<file path="config.mk">
export PLATFORM = sky130hd
export DESIGN_NAME = exe_stage
export DESIGN_NICKNAME = d
export VERILOG_FILES = /design/src/rtl/exe_stage_pkg.sv /design/src/rtl/mem_stage_pkg.sv /design/src/rtl/exe_stage_muldiv_unit.sv /design/src/rtl/exe_stage.sv
export SDC_FILE = /design/constraint.sdc
export NUM_CORES = 2
export LEC_CHECK = 0
export BUFFER_PORTS_ARGS = -buffer_cell sky130_fd_sc_hd__buf_2
export CAP_MARGIN = 5
export CORE_MARGIN = 8
export CORE_UTILIZATION = 35
export CTS_CLUSTER_DIAMETER = 60
export DETAILED_ROUTE_END_ITERATION = 7
export HOLD_SLACK_MARGIN = 0.06
export PLACE_DENSITY = 0.61
export SLEW_MARGIN = 20
export SYNTH_ARGS = -nofsm -noshare
export SYNTH_HDL_FRONTEND = slang
export SYNTH_SLANG_ARGS = --single-unit
</file>
<file path="constraint.sdc">
create_clock -name clk -period 7.2 [get_ports clk]
set_input_delay 0.36 -clock clk [delete_from_list [all_inputs] [get_ports clk]]
set_output_delay 0.36 -clock clk [all_outputs]
set_load 0.03 [all_outputs]
</file>
<file path="src/rtl/exe_stage_pkg.sv">
`default_nettype none
// +----------------------------------------------------------------------+
// | Package : exe_stage_pkg                                              |
// | Brief   : EX stage types: input record, ALU/M opcodes, mul-div FSM.  |
// | Rev     : 1.0  initial release                                       |
// +----------------------------------------------------------------------+
package exe_stage_pkg;

  // Bit 4 marks an M-extension op; within M ops bit 2 = divide family,
  // bit 1 = remainder, bit 0 = unsigned (for divide).
  typedef enum logic [4:0] {
    OP_ADD    = 5'd0,
    OP_SUB    = 5'd1,
    OP_SLL    = 5'd2,
    OP_SLT    = 5'd3,
    OP_SLTU   = 5'd4,
    OP_XOR    = 5'd5,
    OP_SRL    = 5'd6,
    OP_SRA    = 5'd7,
    OP_OR     = 5'd8,
    OP_AND    = 5'd9,
    OP_MUL    = 5'd16,
    OP_MULH   = 5'd17,
    OP_MULHSU = 5'd18,
    OP_MULHU  = 5'd19,
    OP_DIV    = 5'd20,
    OP_DIVU   = 5'd21,
    OP_REM    = 5'd22,
    OP_REMU   = 5'd23
  } alu_op_e;

  typedef struct packed {
    logic [4:0]  rd;
    logic [31:0] opr_a;
    logic [31:0] opr_b;
    logic [31:0] store_data;
    alu_op_e     alu_op;
    logic        rf_en;
    logic        dm_en;
    logic [1:0]  wb_sel;
  } exe_stage_in_t;

  typedef enum logic [1:0] {
    S_IDLE = 2'd0,
    S_MUL  = 2'd1,
    S_DIV  = 2'd2,
    S_DONE = 2'd3
  } muldiv_state_e;

  function automatic logic is_muldiv(input alu_op_e op);
    return op[4];
  endfunction

endpackage
`default_nettype wire

</file>
<file path="src/rtl/mem_stage_pkg.sv">
`default_nettype none
// +----------------------------------------------------------------------+
// | Package : mem_stage_pkg                                              |
// | Brief   : Interface record handed from EX/MEM into the MEM stage.    |
// | Rev     : 1.0  initial release                                       |
// +----------------------------------------------------------------------+
package mem_stage_pkg;

  typedef struct packed {
    logic [4:0]  rd;
    logic [31:0] opr_b;    // store data for the MEM stage
    logic [31:0] opr_res;  // ALU / mul-div result or memory address
    logic        rf_en;
    logic        dm_en;
    logic [1:0]  wb_sel;
  } mem_stage_in_t;

endpackage
`default_nettype wire

</file>
<file path="src/rtl/exe_stage_muldiv_unit.sv">
`default_nettype none
// +----------------------------------------------------------------------+
// | Module  : muldiv_unit                                                |
// | Brief   : Iterative shift-add multiplier / restoring divider for the |
// |           RV32M ops, BITS_PER_CYCLE bits retired per cycle.          |
// | Rev     : 1.0  initial release                                       |
// +----------------------------------------------------------------------+
module muldiv_unit
  import exe_stage_pkg::*;
#(
  parameter int XLEN           = 32,
  parameter int BITS_PER_CYCLE = 1
) (
  input  logic            clk,
  input  logic            rst,
  input  logic            start,   // accept a new op (caller guarantees idle)
  input  logic            abort,   // squash whatever is in flight
  input  logic            hold,    // keep DONE until downstream can take it
  input  alu_op_e         op,
  input  logic [XLEN-1:0] a,
  input  logic [XLEN-1:0] b,
  output logic            busy,    // iterating
  output logic            done,    // result valid this cycle
  output logic [XLEN-1:0] result
);

  localparam int N_ITER = XLEN / BITS_PER_CYCLE;
  localparam int CNT_W  = (N_ITER > 1) ? $clog2(N_ITER) : 1;
  localparam logic [CNT_W-1:0] LAST_CNT = CNT_W'(N_ITER - 1);

  muldiv_state_e   state, state_d;
  logic [CNT_W-1:0] cnt;
  logic [XLEN-1:0] acc_hi, acc_lo;   // product hi/lo, or remainder/quotient
  logic [XLEN-1:0] opnd;             // multiplicand or divisor magnitude
  alu_op_e         op_q;
  logic            neg_q;            // negate product / quotient at the end
  logic            rem_neg_q;        // negate remainder at the end

  // Operand decode used only in the accept cycle
  logic            is_div, a_signed, b_signed, a_neg, b_neg;
  logic            div_zero, div_ovf, special;
  logic [XLEN-1:0] a_mag, b_mag;

  assign is_div   = op[2];
  assign a_signed = (op == OP_MULH) || (op == OP_MULHSU) || (op == OP_DIV) || (op == OP_REM);
  assign b_signed = (op == OP_MULH) || (op == OP_DIV) || (op == OP_REM);
  assign a_neg    = a_signed && a[XLEN-1];
  assign b_neg    = b_signed && b[XLEN-1];
  assign a_mag    = a_neg ? -a : a;
  assign b_mag    = b_neg ? -b : b;
  assign div_zero = is_div && (b == '0);
  assign div_ovf  = is_div && b_signed && (a == {1'b1, {(XLEN-1){1'b0}}}) && (b == '1);
  assign special  = div_zero || div_ovf;

  // FSM state register
  always_ff @(posedge clk or posedge rst) begin
    if (rst) state <= S_IDLE;
    else     state <= state_d;
  end

  // Next-state: corner-case divides jump straight to DONE
  always_comb begin
    state_d = state;
    case (state)
      S_IDLE: if (start) state_d = special ? S_DONE : (is_div ? S_DIV : S_MUL);
      S_MUL,
      S_DIV:  if (cnt == LAST_CNT) state_d = S_DONE;
      S_DONE: if (!hold) state_d = S_IDLE;
      default: state_d = S_IDLE;
    endcase
    if (abort) state_d = S_IDLE;
  end

  // One iteration's worth of single-bit steps, unrolled BITS_PER_CYCLE times
  logic [XLEN-1:0] step_hi, step_lo, hi, lo;
  logic [XLEN:0]   shifted, diff, sum;
  always_comb begin
    hi      = acc_hi;
    lo      = acc_lo;
    shifted = '0;
    diff    = '0;
    sum     = '0;
    for (int i = 0; i < BITS_PER_CYCLE; i++) begin
      if (state == S_DIV) begin
        shifted = {hi, lo[XLEN-1]};
        diff    = shifted - {1'b0, opnd};
        if (!diff[XLEN]) begin
          hi = diff[XLEN-1:0];
          lo = {lo[XLEN-2:0], 1'b1};
        end else begin
          hi = shifted[XLEN-1:0];
          lo = {lo[XLEN-2:0], 1'b0};
        end
      end else begin
        sum      = {1'b0, hi} + (lo[0] ? {1'b0, opnd} : {(XLEN+1){1'b0}});
        {hi, lo} = {sum, lo[XLEN-1:1]};
      end
    end
    step_hi = hi;
    step_lo = lo;
  end

  // Operand capture at accept, counter and accumulator update while iterating
  always_ff @(posedge clk or posedge rst) begin
    if (rst) begin
      cnt       <= '0;
      acc_hi    <= '0;
      acc_lo    <= '0;
      opnd      <= '0;
      op_q      <= OP_ADD;
      neg_q     <= 1'b0;
      rem_neg_q <= 1'b0;
    end else if (abort) begin
      cnt <= '0;
    end else if (state == S_IDLE && start) begin
      cnt  <= '0;
      op_q <= op;
      if (div_zero) begin
        // quotient all ones, remainder = dividend; no sign fix-up
        acc_hi    <= a;
        acc_lo    <= '1;
        neg_q     <= 1'b0;
        rem_neg_q <= 1'b0;
      end else if (div_ovf) begin
        acc_hi    <= '0;
        acc_lo    <= a;
        neg_q     <= 1'b0;
        rem_neg_q <= 1'b0;
      end else begin
        opnd      <= is_div ? b_mag : a_mag;
        acc_hi    <= '0;
        acc_lo    <= is_div ? a_mag : b_mag;
        neg_q     <= a_neg ^ b_neg;
        rem_neg_q <= a_neg;
      end
    end else if (state == S_MUL || state == S_DIV) begin
      cnt    <= (cnt == LAST_CNT) ? '0 : cnt + 1'b1;
      acc_hi <= step_hi;
      acc_lo <= step_lo;
    end
  end

  // Sign correction and result selection, meaningful in DONE
  logic [2*XLEN-1:0] prod_s;
  logic [XLEN-1:0]   quo_s, rem_s;
  always_comb begin
    prod_s = neg_q ? -{acc_hi, acc_lo} : {acc_hi, acc_lo};
    quo_s  = neg_q ? -acc_lo : acc_lo;
    rem_s  = rem_neg_q ? -acc_hi : acc_hi;
    case (op_q)
      OP_MUL:                       result = prod_s[XLEN-1:0];
      OP_MULH, OP_MULHSU, OP_MULHU: result = prod_s[2*XLEN-1:XLEN];
      OP_DIV, OP_DIVU:              result = quo_s;
      OP_REM, OP_REMU:              result = rem_s;
      default:                      result = '0;
    endcase
  end

  assign busy = (state == S_MUL) || (state == S_DIV);
  assign done = (state == S_DONE);

endmodule
`default_nettype wire

</file>
<file path="src/rtl/exe_stage.sv">
`default_nettype none
// +----------------------------------------------------------------------+
// | Module  : exe_stage                                                  |
// | Brief   : RV32IM execute stage: single-cycle ALU, iterative mul/div, |
// |           EX/MEM pipeline register and upstream stall generation.    |
// | Rev     : 1.0  initial release                                       |
// +----------------------------------------------------------------------+
module exe_stage
  import exe_stage_pkg::*;
  import mem_stage_pkg::*;
#(
  parameter int XLEN           = 32,
  parameter int BITS_PER_CYCLE = 1
) (
  input  logic          clk,
  input  logic          rst,
  input  exe_stage_in_t exe_in,
  input  logic          valid_in,
  input  logic          flush,
  input  logic          stall_in,
  output logic          stall_out,
  output mem_stage_in_t mem_out,
  output logic          valid_out
);

  if (XLEN != 32) begin : g_xlen_check
    $error("exe_stage: only XLEN=32 is supported");
  end
  if (BITS_PER_CYCLE != 1 && BITS_PER_CYCLE != 2 && BITS_PER_CYCLE != 4) begin : g_bpc_check
    $error("exe_stage: BITS_PER_CYCLE must be 1, 2 or 4");
  end

  logic            is_m, md_busy, md_done, md_idle, accept;
  logic [XLEN-1:0] md_result, alu_res;
  logic [4:0]      shamt;

  assign is_m    = is_muldiv(exe_in.alu_op);
  assign md_idle = !md_busy && !md_done;
  assign accept  = md_idle && valid_in && is_m && !flush;
  assign shamt   = exe_in.opr_b[4:0];

  // Hold upstream while an M op is accepted or running, while a finished
  // result waits for MEM, or while an ALU op cannot move into EX/MEM.
  assign stall_out = !rst && !flush &&
                     (md_busy || (md_done && stall_in) ||
                      (md_idle && valid_in && (is_m || stall_in)));

  muldiv_unit #(
    .XLEN           (XLEN),
    .BITS_PER_CYCLE (BITS_PER_CYCLE)
  ) u_muldiv (
    .clk    (clk),
    .rst    (rst),
    .start  (accept),
    .abort  (flush),
    .hold   (stall_in),
    .op     (exe_in.alu_op),
    .a      (exe_in.opr_a),
    .b      (exe_in.opr_b),
    .busy   (md_busy),
    .done   (md_done),
    .result (md_result)
  );

  // Single-cycle RV32I ALU
  always_comb begin
    alu_res = '0;
    case (exe_in.alu_op)
      OP_ADD:  alu_res = exe_in.opr_a + exe_in.opr_b;
      OP_SUB:  alu_res = exe_in.opr_a - exe_in.opr_b;
      OP_SLL:  alu_res = exe_in.opr_a << shamt;
      OP_SLT:  alu_res = {{(XLEN-1){1'b0}}, $signed(exe_in.opr_a) < $signed(exe_in.opr_b)};
      OP_SLTU: alu_res = {{(XLEN-1){1'b0}}, exe_in.opr_a < exe_in.opr_b};
      OP_XOR:  alu_res = exe_in.opr_a ^ exe_in.opr_b;
      OP_SRL:  alu_res = exe_in.opr_a >> shamt;
      OP_SRA:  alu_res = $unsigned($signed(exe_in.opr_a) >>> shamt);
      OP_OR:   alu_res = exe_in.opr_a | exe_in.opr_b;
      OP_AND:  alu_res = exe_in.opr_a & exe_in.opr_b;
      default: alu_res = '0;
    endcase
  end

  // Destination and control of the M op, captured when it is accepted
  logic [4:0]  md_rd;
  logic [31:0] md_store;
  logic        md_rf_en, md_dm_en;
  logic [1:0]  md_wb_sel;
  always_ff @(posedge clk or posedge rst) begin
    if (rst) begin
      md_rd     <= '0;
      md_store  <= '0;
      md_rf_en  <= 1'b0;
      md_dm_en  <= 1'b0;
      md_wb_sel <= '0;
    end else if (accept) begin
      md_rd     <= exe_in.rd;
      md_store  <= exe_in.store_data;
      md_rf_en  <= exe_in.rf_en;
      md_dm_en  <= exe_in.dm_en;
      md_wb_sel <= exe_in.wb_sel;
    end
  end

  // EX/MEM register: flush, mul/div result, ALU result or bubble.
  // A flush while MEM stalls leaves the older instruction in EX/MEM intact.
  always_ff @(posedge clk or posedge rst) begin
    if (rst) begin
      mem_out   <= '0;
      valid_out <= 1'b0;
    end else if (!stall_in) begin
      if (flush) begin
        mem_out   <= '0;
        valid_out <= 1'b0;
      end else if (md_done) begin
        mem_out.rd      <= md_rd;
        mem_out.opr_b   <= md_store;
        mem_out.opr_res <= md_result;
        mem_out.rf_en   <= md_rf_en;
        mem_out.dm_en   <= md_dm_en;
        mem_out.wb_sel  <= md_wb_sel;
        valid_out       <= 1'b1;
      end else if (md_idle && valid_in && !is_m) begin
        mem_out.rd      <= exe_in.rd;
        mem_out.opr_b   <= exe_in.store_data;
        mem_out.opr_res <= alu_res;
        mem_out.rf_en   <= exe_in.rf_en;
        mem_out.dm_en   <= exe_in.dm_en;
        mem_out.wb_sel  <= exe_in.wb_sel;
        valid_out       <= 1'b1;
      end else begin
        mem_out   <= '0;
        valid_out <= 1'b0;
      end
    end
  end

endmodule
`default_nettype wire

</file>
# Yosys cells after proc, flatten, opt, wreduce, memory -nomap -nowiden
# Index checks and enable logic that the tools add are counted.
[op_classes]
n_addsub = 10
n_mul = 0
div_mod_pow = 0
order_cmp = 2
n_eq_ne = 30
shift = 3
mux = 42
bitwise_logic = 7
reduce_logical = 44
[ops]
columns = ["cell", "count"]
rows = [
  ["32-bit two-way mux", 17],
  ["32-bit case mux with 10 select lines", 1],
  ["73-bit two-way mux", 3],
  ["32-bit negation", 4],
  ["32-bit case mux with 4 select lines", 1],
  ["5-bit equality test (second input constant)", 13],
  ["32-bit equality test (second input constant)", 2],
  ["32-bit < comparator", 2],
  ["64-bit two-way mux", 1],
  ["64-bit negation", 1],
  ["32-bit by 33-bit adder with 33-bit output", 1],
  ["33-bit by 32-bit subtractor with 33-bit output", 1],
  ["32-bit adder", 1],
  ["32-bit AND", 1],
  ["32-bit zero test", 1],
  ["32-bit OR", 1],
  ["32-bit by 5-bit left shift with 32-bit output", 1],
  ["32-bit by 5-bit right shift with 32-bit output", 1],
  ["32-bit by 5-bit >>> shifter with 32-bit output", 1],
  ["32-bit subtractor", 1],
  ["32-bit bitwise XOR", 1],
  ["5-bit by 3-bit equality test with 1-bit output (second input constant)", 4],
  ["5-bit two-way mux", 4],
  ["1-bit logical AND", 16],
  ["other kinds (24)", 58],
]
[totals]
register_bits = 225
latchBits = 0
mem_bits_rw = 0
mem_bits_ro = 0
in_bits = 115
output_inout_bits = 75
elab_cells = 158
mem_count = 0

# Depth between registers and ports, before layout
[depth]
depth_word = 11
ltp_mapped = 17
ltp_nobuf = 14

# Cells and area by module
# Synthesis repeated with hierarchy kept, for this count alone.
[hier_totals]
hier_cells = 3634
area_unflattened_um2 = 27572.7
[by_module_without_submodules]
columns = ["mod", "instances", "cells_per_inst", "area_per_inst_um2", "seq_area_each_um2"]
rows = [
  ["muldiv_unit", 1, 1960, 14129.8, 2752.6],
  ["exe_stage", 1, 1674, 13442.9, 2877.8],
]

# Worst setup path before layout
# Ideal clock, no wire load.
[synth_timing]
path_type = "input-to-reg"
start = "input exe_in[42] in the netlist's numbering"
end = "register mem_out[27] in the netlist's numbering"
setup_time_ns = 0.120
t_arrival_ns = 4.982
required_time_ns = 7.080
path_slack_ns = 2.098
cell_stages = 17
n_path_buf = 5
cell_sequence = "buf_2 > buf_1 > buf_2 > buf_2 > buf_1 > inv_1 > ha_1 > nor2_1 > o311a_1 > a31o_2 > o211ai_1 > a2111oi_1 > o21ai_0 > nor3_1 > a211oi_1 > or4b_2 > a31o_2"
[synth_via]
elab_chain_cells = 5
word_cells_on_any_way = 9
cone_classes = "add/sub: 2; shift: 3; mux: 4"
[synth_lines]
columns = ["item", "line_no", "text"]
rows = [
  ["start: declaration", "exe_stage.sv:17", "input exe_stage_in_t exe_in,"],
  ["32-bit subtractor (tied with other cells)", "exe_stage.sv:70", "OP_SUB: alu_res = exe_in.opr_a - exe_in.opr_b;"],
  ["32-bit case mux with 10 select lines *", "exe_stage.sv:68", "case (exe_in.alu_op)"],
  ["73-bit two-way mux *", "exe_stage.sv:122", "end else if (md_idle && valid_in && !is_m) begin"],
  ["73-bit two-way mux *", "exe_stage.sv:114", "end else if (md_done) begin"],
  ["73-bit two-way mux *", "exe_stage.sv:111", "if (flush) begin"],
  ["end: declaration", "exe_stage.sv:22", "output mem_stage_in_t mem_out,"],
]
# Every way passes the cells marked *; elsewhere a longest branch is shown, timed or not.
# A chain may end at the register's enable or synchronous reset.

# Final worst setup path
[layout_timing]
start = "register u_muldiv.acc_hi[4]"
end = "register mem_out[27] in the netlist's numbering"
[layout_via]
elab_chain_cells = 5
word_cells_on_any_way = 7
cone_classes = "add/sub: 2; mux: 5"
[layout_lines]
columns = ["item", "line_no", "text"]
rows = [
  ["start: declaration", "exe_stage_muldiv_unit.sv:33", "logic [XLEN-1:0] acc_hi, acc_lo;"],
  ["start signal: assignment", "exe_stage_muldiv_unit.sv:138", "acc_hi <= step_hi;"],
  ["64-bit negation / 32-bit negation (equally long branches)", "exe_stage_muldiv_unit.sv:147, exe_stage_muldiv_unit.sv:149", ""],
  ["64-bit two-way mux / 32-bit two-way mux (equally long branches)", "exe_stage_muldiv_unit.sv:147, exe_stage_muldiv_unit.sv:149", ""],
  ["32-bit case mux with 4 select lines *", "exe_stage_muldiv_unit.sv:150", "case (op_q)"],
  ["73-bit two-way mux *", "exe_stage.sv:114", ""],
  ["73-bit two-way mux *", "exe_stage.sv:111", ""],
]
# Marks and branches as above.

==> impl_metrics.json <==
{
  "slew_violations": 0,
  "clock_latency_ns": 0.58,
  "crit_required_ns": 7.66,
  "pre_cts_slack_ns": 2.34,
  "final_area_um2": 30200,
  "post_drt_wl_per_cell_um": 27.9,
  "ff2ff_path_depth": 10,
  "finalSetupTns_ns": 0,
  "holdPathEnd": "u_muldiv.state[0]$_DFFE_PP0P_",
  "ys_ff_latch": 225,
  "worstReg2RegEnd": "mem_out[27]$_DFFE_PP0N_",
  "cts_tree": "built",
  "fp.dieW_um": 294,
  "io_buffers": 189,
  "critPathKind": "reg2reg",
  "first_global_vias": 28200,
  "ant_nets": 0,
  "synth_edf_count": 0,
  "grt_usage": 0.294,
  "tightestPinTransition_ns": 1.23,
  "cts_max_path_buffers": 3,
  "cap_violations": 0,
  "nets": 4003,
  "reg2reg_from": "u_muldiv.acc_hi[4]$_DFFE_PP0P_",
  "ys.flop_type": "dfrtp_1",
  "synth_area_per_cell_um2": 7.35,
  "syn_nets": 3975,
  "grt_pass1_wl_um": 194000,
  "cts_sinks": 225,
  "ctsResizeCount": 0,
  "syn_area_um2": 27100,
  "fmaxAchievable_mhz": 221,
  "status": "complete, no violations",
  "finalCritPeriodShare": 0.630,
  "cts_buffers": 30,
  "cts_root_buf": "clkbuf_16",
  "finalPower_mw": 10.1,
  "start_util": 0.351,
  "post-route-worst-setup-slack_ns": 2.67,
  "skew_ns": 0.0221,
  "drc": 0,
  "drtIter0Drc": 4341,
  "area_growth_pct": 11.5,
  "finalHoldViolations": 0,
  "cts_max_level": 1,
  "placeableCoreArea_um2": 77100,
  "wirelength_um": 133000,
  "mostFrequentLayoutCells": "453 x nand2_1, 360 x o21ai_0, 351 x nor2_1, 321 x a21oi_1, 224 x dfrtp_1",
  "cp-end-kind": "flop",
  "ys_seq_area_frac": 0.208,
  "p_leak_nw": 12.8,
  "powerDensity_nw_per_um2": 333,
  "ioPinCount": 190,
  "die-height_um": 294,
  "setup_viol": 0,
  "min_path_cells": 2,
  "antenna_found_initial": 12,
  "placed_cell_area_um2": 28700,
  "ff2ff_setup_slack_ns": 2.67,
  "first_pass_iters": 7,
  "async_flop_share": 1.00,
  "hpwl_um": 102000,
  "grt_max_degree": 113,
  "crit_arrival_ns": 5.00,
  "rsz0062_at_grt": "false",
  "yosys_warnings": 0,
  "final_common_cell": "nand2_1",
  "hp-start": "flush",
  "slew-limit-headroom": 0.176,
  "grt-ovfl-total": 0,
  "die-area_um2": 86600,
  "hold_path.class": "in2reg",
  "crit_fanout": 11,
  "path_clk_slew_ns": 0.06,
  "ys_types": 87,
  "rows": 102,
  "fin_crit_ns": 4.53,
  "vias": 30300,
  "vdd_drop_max_uv": 172,
  "drive_above_1_share": 0.108,
  "critPathLaunchType": "flop",
  "routabilityCongestion": 1.08,
  "syn-instance-count": 3684,
  "viasPerCell": 6.34
}
-- metal layers --
layer | GRT usage | part of all wire | vias to the layer above | routed length [um]
li1 | - | - | 13500 | -
met1 | 0.386 | 0.40 | 14500 | 53000
met2 | 0.453 | 0.43 | 1897 | 57500
met3 | 0.0637 | 0.11 | 435 | 14600
met4 | 0.146 | 0.062 | 8 | 8330
met5 | 0 | 0.00034 | - | 45
-- layout make-up --
cell class / instances / area (um^2)
Timing Repair Buffer: 285 / 1780
Tap cell: 1040 / 1300
Clock inverter: 12 / 155
Sequential cell: 225 / 5630
Clock buffer: 41 / 862
Inverter: 158 / 601
Fill cell: 8160 / 46900
Multi-Input combinational cell: 3012 / 19900
Antenna cell: 8 / 20.0
-- how the worst max path moves through the flow --
| stage | to | start | slack, ns | depth (start not counted) |
|---|---|---|---|---|
| final | mem_out[27]$_DFFE_PP0N_ | u_muldiv.acc_hi[4]$_DFFE_PP0P_ | 2.67 | 10 |
| after global routing | u_muldiv.opnd[17]$_DFFE_PP0P_ | exe_in[41] | 2.46 | 11 |
| after CTS | u_muldiv.acc_hi[19]$_DFFE_PP0P_ | u_muldiv.acc_lo[31]$_DFFE_PP0P_ | 2.83 | 14 |
| after detailed placement | mem_out[35]$_DFFE_PP0N_ | exe_in[43] | 2.34 | 14 |
| after global placement | mem_out[35]$_DFFE_PP0N_ | exe_in[43] | 2.47 | 14 |
| after floorplan | md_dm_en$_DFFE_PP0P_ | rst | 0.68 | 1 |
-- state kept, by name, indices dropped and copies added, names as in the netlist --
signal	flops
md_store	32
u_muldiv.op_q	5
u_muldiv.acc_hi	32
valid_out	1
md_dm_en	1
mem_out	73
u_muldiv.neg_q	1
md_rd	5
u_muldiv.acc_lo	32
u_muldiv.state	2
u_muldiv.cnt	5
u_muldiv.opnd	32
md_rf_en	1
md_wb_sel	2
u_muldiv.rem_neg_q	1
-- cells in the mapped netlist, types with 8 or more instances --
cell,n,share of area
a22oi_1,23,0.0064
o21ai_0,361,0.067
or4_1,24,0.0067
o21a_1,12,0.0033
nor4_1,24,0.0055
nor3b_1,10,0.0028
a21o_1,45,0.012
inv_1,153,0.021
mux2i_1,160,0.059
a211oi_1,65,0.018
a2111oi_0,8,0.0026
xor2_1,55,0.018
nand3_1,60,0.011
o31ai_1,46,0.013
a31oi_1,28,0.0065
dfrtp_1,225,0.21
a22o_1,15,0.0049
mux2_2,31,0.013
nand2b_1,33,0.0076
o21bai_1,16,0.0044
nand2_1,454,0.063
a211o_1,14,0.0045
and2_1,19,0.0044
and3_1,23,0.0053
o41ai_1,12,0.0039
or3_1,28,0.0065
xnor2_1,142,0.046
clkbuf_1,250,0.035
nand4_1,32,0.0074
a221oi_1,22,0.0071
nor2b_1,22,0.0051
o22ai_1,33,0.0076
buf_1,32,0.0044
mux4_2,32,0.027
o2111ai_1,10,0.0032
nor3_1,75,0.014
o211ai_1,45,0.012
ha_1,172,0.079
o221ai_1,27,0.0087
a21oi_1,321,0.059
a221o_1,13,0.0048
or2_2,16,0.0037
a222oi_1,10,0.0037
o311ai_0,12,0.0039
nor2_1,353,0.049
-- kinds of logic (layout without fill, tap and decap cells) --
| logic type | Yosys count | count (layout) | synth area share |
|---|---|---|---|
| buffers and inverters | 447 | 496 | 0.0625 |
| multiplexers | 223 | 223 | 0.0986 |
| adder cells (fa/ha/maj) | 176 | 176 | 0.0824 |
| flip-flops | 225 | 225 | 0.208 |
| other | 0 | 8 | 0 |
| XOR/XNOR | 197 | 197 | 0.0637 |
| AND/OR/NAND/NOR | 1206 | 1206 | 0.203 |
| AO/OA/AOI/OAI | 1210 | 1210 | 0.282 |
-- repair_timing --
item,in CTS,in global routing
setup buffers,0,0
hold buffers,42,0
endpoints found under the hold margin,158,0
-- worst max-delay path, stage by stage, from the launching register on --
cell and delay [ns]:
dfrtp_1 0.57, or4_1 0.58, or3_1 0.43, or2_1 0.33, or3_1 0.45, or3_1 0.56
o21ai_1 0.21, xnor2_1 0.12, a222oi_1 0.64, o21ai_0 0.27, a31o_2 0.27
-- through the flow --
step,instances,util,hold WS [ns]
finish,4781,0.392,0.210
global route,4775,0.392,0.215
CTS,4773,0.392,0.175
detailed placement,4678,0.373,0.462
global placement,4678,0.373,0.457
floorplan,3684,-,0.445
-- power breakdown --
group / switching, mW / internal, mW
registers: 0.696 / 1.68
clock network: 0.628 / 0.917
logic: 3.81 / 2.34
(Power assumes the default switching activity.)
